`config.mk`:
```
export PLATFORM = sky130hd
export DESIGN_NAME = bus_arbiter
export DESIGN_NICKNAME = d
export VERILOG_FILES = /design/src/rtl/bus_arbiter.sv
export SDC_FILE = /design/constraint.sdc
export NUM_CORES = 1
export LEC_CHECK = 0
export ABC_AREA = 1
export CORE_AREA = 2 2 120 122
export CTS_CLUSTER_DIAMETER = 30
export CTS_CLUSTER_SIZE = 20
export DETAILED_ROUTE_END_ITERATION = 10
export DIE_AREA = 0 0 122 124
export GPL_TIMING_DRIVEN = 0
export PLACE_DENSITY_LB_ADDON = 0.05
export REMOVE_ABC_BUFFERS = 1
export SETUP_SLACK_MARGIN = 0.4
export SLEW_MARGIN = 10
export SYNTH_ARGS = -nofsm -noshare
export SYNTH_HDL_FRONTEND = slang
export SYNTH_SLANG_ARGS = --single-unit
```
`constraint.sdc`:
```
create_clock -name clk_i -period 1.55 [get_ports clk_i]
set_input_delay 0.155 -clock clk_i [delete_from_list [all_inputs] [get_ports clk_i]]
set_output_delay 0.155 -clock clk_i [all_outputs]
set_load 0.01 [all_outputs]
```
`src/rtl/bus_arbiter.sv`:
```
// Two-master, single-slave bus arbiter.
// Round-robin between master 0 (CPU) and master 1, with a per-transfer timeout.
//
//   state | meaning
//   ------+---------------------------------------------------------------
//   IDLE  | no owner; slave bus driven to zero; arbitration happens here
//   GNT0  | master 0 owns the slave bus until done, timeout or abort
//   GNT1  | master 1 owns the slave bus until done, timeout or abort
//
// Every output is decoded from registered state plus the granted master's
// live fields. Because of that, grant_o has no combinational path from the
// request inputs, and pulling reset low clears the outputs at once.
module bus_arbiter #(
  parameter logic [7:0] TIMEOUT = 8'd255
) (
  input  logic        clk_i,
  input  logic        rst_i,

  input  logic        m0_req_i,
  input  logic        m0_we_i,
  input  logic [31:0] m0_adr_i,
  input  logic [31:0] m0_dat_i,
  input  logic [2:0]  m0_byteNr_i,
  output logic [31:0] m0_dat_o,
  output logic        m0_done_o,
  output logic        m0_err_o,

  input  logic        m1_req_i,
  input  logic        m1_we_i,
  input  logic [31:0] m1_adr_i,
  input  logic [31:0] m1_dat_i,
  input  logic [2:0]  m1_byteNr_i,
  output logic [31:0] m1_dat_o,
  output logic        m1_done_o,
  output logic        m1_err_o,

  output logic        s_req_o,
  output logic        s_we_o,
  output logic [31:0] s_adr_o,
  output logic [31:0] s_dat_o,
  output logic [2:0]  s_byteNr_o,
  input  logic [31:0] s_dat_i,
  input  logic        s_done_i,

  output logic [1:0]  grant_o
);

  typedef enum logic [1:0] {
    IDLE = 2'd0,
    GNT0 = 2'd1,
    GNT1 = 2'd2
  } state_e;

  state_e      state_q, state_d;
  logic        last_q, last_d;   // last winner: 0 = master 0, 1 = master 1
  logic [7:0]  cnt_q, cnt_d;

  logic        granted;
  logic        cur_req;
  logic        tout_hit;

  // Request of whichever master currently owns the bus, and the timeout condition.
  // A dropped request counts as an abort, not a timeout, so it never raises err.
  always_comb begin
    granted  = (state_q != IDLE);
    cur_req  = 1'b0;
    if (state_q == GNT0) cur_req = m0_req_i;
    if (state_q == GNT1) cur_req = m1_req_i;
    tout_hit = granted && (TIMEOUT != 8'd0) && (cnt_q == (TIMEOUT - 8'd1))
               && !s_done_i && cur_req;
  end

  // State, last winner and timeout counter registers.
  always_ff @(posedge clk_i or negedge rst_i) begin
    if (!rst_i) begin
      state_q <= IDLE;
      last_q  <= 1'b1;
      cnt_q   <= 8'd0;
    end else begin
      state_q <= state_d;
      last_q  <= last_d;
      cnt_q   <= cnt_d;
    end
  end

  // Next-state logic: arbitrate in IDLE, hold ownership until the transfer ends.
  always_comb begin
    state_d = state_q;
    last_d  = last_q;
    cnt_d   = cnt_q;
    case (state_q)
      IDLE: begin
        cnt_d = 8'd0;
        if (m0_req_i && m1_req_i) begin
          state_d = last_q ? GNT0 : GNT1;
        end else if (m0_req_i) begin
          state_d = GNT0;
        end else if (m1_req_i) begin
          state_d = GNT1;
        end
      end
      GNT0, GNT1: begin
        if (s_done_i || tout_hit || !cur_req) begin
          state_d = IDLE;
          last_d  = (state_q == GNT1);
          cnt_d   = 8'd0;
        end else begin
          cnt_d   = cnt_q + 8'd1;
        end
      end
      default: begin
        state_d = IDLE;
        cnt_d   = 8'd0;
      end
    endcase
  end

  // Slave-side request mux: the owner's fields, or all zeros when idle.
  // On a timeout cycle the request is withdrawn from the slave.
  always_comb begin
    grant_o    = {state_q == GNT1, state_q == GNT0};
    s_req_o    = cur_req && !tout_hit;
    s_we_o     = 1'b0;
    s_adr_o    = 32'h0;
    s_dat_o    = 32'h0;
    s_byteNr_o = 3'd0;
    if (state_q == GNT0) begin
      s_we_o     = m0_we_i;
      s_adr_o    = m0_adr_i;
      s_dat_o    = m0_dat_i;
      s_byteNr_o = m0_byteNr_i;
    end else if (state_q == GNT1) begin
      s_we_o     = m1_we_i;
      s_adr_o    = m1_adr_i;
      s_dat_o    = m1_dat_i;
      s_byteNr_o = m1_byteNr_i;
    end
  end

  // Master-side returns: read data, done and error go only to the owner.
  // A slave done arriving in the timeout cycle wins, so err stays low then.
  always_comb begin
    m0_dat_o  = grant_o[0] ? s_dat_i : 32'h0;
    m1_dat_o  = grant_o[1] ? s_dat_i : 32'h0;
    m0_done_o = grant_o[0] && (s_done_i || tout_hit);
    m1_done_o = grant_o[1] && (s_done_i || tout_hit);
    m0_err_o  = grant_o[0] && tout_hit;
    m1_err_o  = grant_o[1] && tout_hit;
  end

endmodule

```
# Word level (Yosys, flattened, before mapping)
# Cells that the tools add are included.
# totals
ff_bits,11
input_bits,173
out_inout_bits,139
elab_cells,48
# classes
add_sub_neg,1
eq_ne,5
muxes,20
reduce_logical,19
# op_table
cell,n
$mux 32,6
$mux 8,2
$mux 2,5
$logic_and 1x1->1,9
$add 8x1->8 const B,1
$eq 8x8->1 const B,1
$mux 3,2
$mux 1,4
$ne 4x4->1 const B,1
$pmux 2 s2,1
$reduce_and 2->1,2
$logic_not 1->1,3
$eq 2x1->1 const B,1
$eq 2x2->1 const B,1
$logic_not 2->1,1
$logic_or 1x1->1,2
$ne 2x2->1 const B,1
$reduce_bool 2->1,1
$reduce_or 2->1,1

# Logic depth before layout (Yosys ltp)
# logic_depth
word_depth,8
mapped_depth,9
ltp_nobuf,9

# Worst setup path after synthesis
# No wires, ideal clock.
# synth_timing
kind,register to output
start,register state_q[0]
end,output s_adr_o[0]
arrival_time_ns,1.248
required_time_ns,1.395
path_slack_ns,0.147
path_stages_with_launch,7
n_path_buf,2
path_cell_list,dfrtp_1 -> inv_1 -> ha_1 -> buf_2 -> buf_2 -> nand3_1 -> nand2_1
# synth_between
elab_chain_len,3
word_cells_on_any_way,4
classes_between,eq/ne (2); mux (2)
# synth_rtl
element,line,source
from (decl),54,"state_e state_q, state_d;"
from (signal assigned),80,state_q <= state_d;
$eq 2x2->1,-,
via grant_o[1],45,output logic [1:0] grant_o
$mux 32,132,end else if (state_q == GNT1) begin
$mux 32,127,if (state_q == GNT0) begin
to (decl),39,"output logic [31:0] s_adr_o,"
# The timed path passes the listed nets, and every way through them passes these cells.

# Worst setup path in the final report
# layout_timing
start,register state_q[1]
end,output s_adr_o[30]
# layout_between
elab_chain_len,3
word_cells_on_any_way,4
classes_between,eq/ne (2); mux (2)
# layout_rtl
element,line
$eq 2x2->1,132
$mux 32,132
$mux 32 (*),127
# Mark *: on every way between the ends. The rest lies on a longest branch, timed or not.

==> results.rst <==
.. list-table::
   :header-rows: 1

   * - Metric
     - Value
   * - Run status
     - finished, violations left
   * - Violations in the final reports
     - setup timing
   * - Post-placement worst setup slack
     - -1.25 ns
   * - Maximum fanout along the worst path
     - 5
   * - Final core utilization
     - 56.9%
   * - Tightest slew margin relative to the limit
     - 66.1%
   * - Final worst path period need
     - 1.86 ns
   * - Number of warning messages in the yosys log
     - 0
   * - Crit path cell chain
     - inv_2 > ha_4 > buf_16 > buf_6 > buf_12 > clkinv_8 > nand3_2 > nand2_2 > buf_6
   * - Net switching power
     - 5270 uW
   * - Worst EP arrival
     - 1.71 ns
   * - CP required
     - 1.39 ns
   * - Most used cell, CP
     - buf_6
   * - Flip-flop and latch count after synthesis
     - 11
   * - Portion of total power attributed to the clock network
     - 4.0%
   * - Timing-limited maximum frequency
     - 537 MHz
   * - Number of clock sinks
     - 11
   * - Proportion of power drawn by flip-flops and latches
     - 3.2%
   * - Number of global-route vias before repair
     - 4,119
   * - Final design area excluding fillers
     - 7800 sq um
   * - DRC violation count after routing
     - 0
   * - Cell chosen for the clock root
     - clkbuf_16
   * - Top cells by area, synth
     - nand2_1 37%, nand3_1 17%, inv_1 14%
   * - Fraction of registers with async set or reset after synthesis
     - 100%
   * - Count of cell types in the netlist
     - 24
   * - Fraction of power spent switching nets
     - 45.2%
   * - Total standard cell area after synthesis
     - 2170 sq um
   * - HPWL reported at the end of detailed placement
     - 11.9 mm
   * - Sequential area share after synthesis
     - 12.7%
   * - Maximum number of pins on one net before global-route repair
     - 20
   * - Clock tree from TritonCTS
     - done
   * - Wire length of the first global-routing pass
     - 25.3 mm
   * - Initial core utilization
     - 15.8%
   * - Initial antenna violation count
     - 2
   * - Power after layout
     - 11,700 uW
   * - Die Footprint
     - 15,100 sq um
   * - Final hold slack
     - 0.260 ns
   * - Final-report max-slew violation count
     - 0
   * - Most instantiated library cell after synthesis
     - nand2_1
   * - Highest cell delay on the worst timing path
     - 0.41 ns
   * - ANT nets after route
     - 0
   * - Routed Wire Length
     - 20.5 mm
   * - Synthesized area divided by synthesized cell count
     - 4.82 sq um
   * - DRC marker count from the first detailed-route iteration
     - 123
   * - RePlAce Congestion
     - 0.726
   * - Htree depth
     - 1
   * - Worst setup SP type
     - register
   * - Final number of setup-violating endpoints
     - 150
   * - Core footprint
     - 13,700 sq um
   * - EDFF count, synth
     - 0
   * - Most instantiated cells after synthesis
     - 214 x nand2_1, 80 x inv_1, 75 x nand3_1
   * - CP delay by family, top
     - buffers and inverters
   * - Type of the worst min-delay path
     - in2async
   * - Number of max-cap violations
     - 0
   * - Worst setup path category
     - reg2out
   * - Count of input and output buffers
     - 311
   * - CP bufs+invs
     - 6
   * - I/O pin total
     - 312
   * - # hold bufs at CTS
     - 0
   * - Vias per Instance
     - 4.33
   * - CP max stage cell
     - dfrtp_1
   * - Final number of hold-violating endpoints
     - 0
   * - Final setup skew
     - 0.00186 ns
   * - Post-synthesis cell type with the largest combined area
     - nand2_1
   * - Dominant synthesized flop cell
     - dfrtp_1
   * - Die extent in y
     - 124 um
   * - Total Nets Final
     - 1,013
   * - Combinational fraction of design power
     - 92.8%
   * - Cell leakage power
     - 0.00414 uW
   * - Internal
     - 6400 uW
   * - Fraction of final layout cells with drive strength greater than 1
     - 56.5%
   * - GRT overflow
     - 0
   * - RSZ-0062 raised after global routing
     - true
   * - Placement-stage cell area
     - 5440 sq um
   * - Maximum count of clock buffers along a single path
     - 2
   * - Die span in x
     - 122 um
   * - Clock-pin transition on the worst setup and hold timing paths
     - 0.04 ns
   * - Worst Max-Slew Pin Slew
     - 0.506 ns
   * - Peak VDD IR
     - 0.000992 V
   * - Placement Rows
     - 43
   * - Post-detailed-route wirelength per cell
     - 20.2 um
   * - Post-synthesis cell count
     - 450
   * - Ratio of total power to cell area
     - 1500 nW/um^2
   * - Category of the worst setup path capture point
     - output pin
   * - Via count
     - 4,399
   * - Clk Latency, worst-skew pair
     - 0.23 ns
   * - First-pass DRT Iterations
     - 4
   * - Final worst slack
     - -0.311 ns
   * - Total Routing Usage GR
     - 22.4%
   * - Area growth syn-to-layout
     - 260%
   * - Final period util
     - 120%
   * - Num CTS Buffers
     - 3
   * - Synth top area share
     - 37.0%
what timing repair did:
item                                    in CTS  in global routing
pin swaps                                    8                 43
gates resized for setup                    674                357
cloned                                      16                 14
buffers inserted                            42                 25
endpoints found under the setup margin     150                150
registers in the layout (all words and copies together) (netlist names):
name / count
cnt_q: 8
last_q: 1
state_q: 2
stage by stage:
stage,instances,setup TNS (ns)
6_report,1015,-31.97
3_3_place_gp,911,-555.55
5_1_grt,1014,-40.12
4_1_cts,975,-27.22
2_1_floorplan,420,-249.33
3_5_place_dp,913,-121.78
cell usage in the layout (no fill, tap or decap), types with 3 or more instances in the layout:
cell type and count:
nand3_2 50, buf_12 16, buf_16 14, buf_4 13, nor2_1 11, dfrtp_1 10
ha_4 3, nand2_4 44, buf_8 4, nand2_1 114, inv_2 55, clkinv_8 5
nand2_2 59, buf_6 126, clkdlybuf4s50_1 172, clkbuf_16 11, nand3_1 22, nand3_4 4
nor2_2 5, inv_1 24, buf_2 47
layer usage:
metal  GRT usage (%)  wire [um]  vias to the layer above
met5               0         27                        -
met4            3.38        399                        4
met3            7.05       1700                       32
met2            43.0      11100                      180
met1            24.6       7270                     2055
li1                -          -                     2128
power by group through the flow:
| stage | combinational, uW | sequential [uW] | clock (uW) |
|---|---|---|---|
| after floorplan | 2270 | 358 | 0 |
| after global placement | 4400 | 361 | 0 |
| after detailed placement | 5960 | 375 | 0 |
| after CTS | 7750 | 368 | 480 |
| after global routing | 11400 | 372 | 505 |
| final | 10800 | 371 | 469 |
final cells by class:
type | instances | area (sq um)
Antenna cell | 1 | 2.50
Clock buffer | 4 | 78.8
Fill cell | 1274 | 5920
Inverter | 81 | 333
Multi-Input combinational cell | 329 | 2300
Sequential cell | 11 | 277
Tap cell | 180 | 225
Timing Repair Buffer | 400 | 4440
Timing Repair inverter | 9 | 149
path summary, 6_finish.rpt:
check / startpoint / endpoint / slack, ns / depth (start not counted)
min reg2reg: last_q / last_q / 0.48 / 2
min: rst_i / cnt_q[3] / 0.26 / 1
max in group asynchronous: rst_i / last_q / 0.93 / 1
max: state_q[1] / s_adr_o[30] / -0.31 / 9
max reg2reg: state_q[1] / state_q[0] / -0.12 / 11
min in group clk_i: last_q / last_q / 0.48 / 2
logic make-up (layout without fill, tap and decap cells):
logic type               Yosys count  count (layout)  synth area share (%)
AO/OA/AOI/OAI                      4               4                 0.922
XOR/XNOR                           4               4                  1.62
adder cells (fa/ha/maj)            5               5                  2.88
buffers and inverters            111             494                  20.8
flip-flops                        11              11                  12.7
other                              0               1                     0
AND/OR/NAND/NOR                  315             316                  61.0
Power figures use the tool's default switching activity.
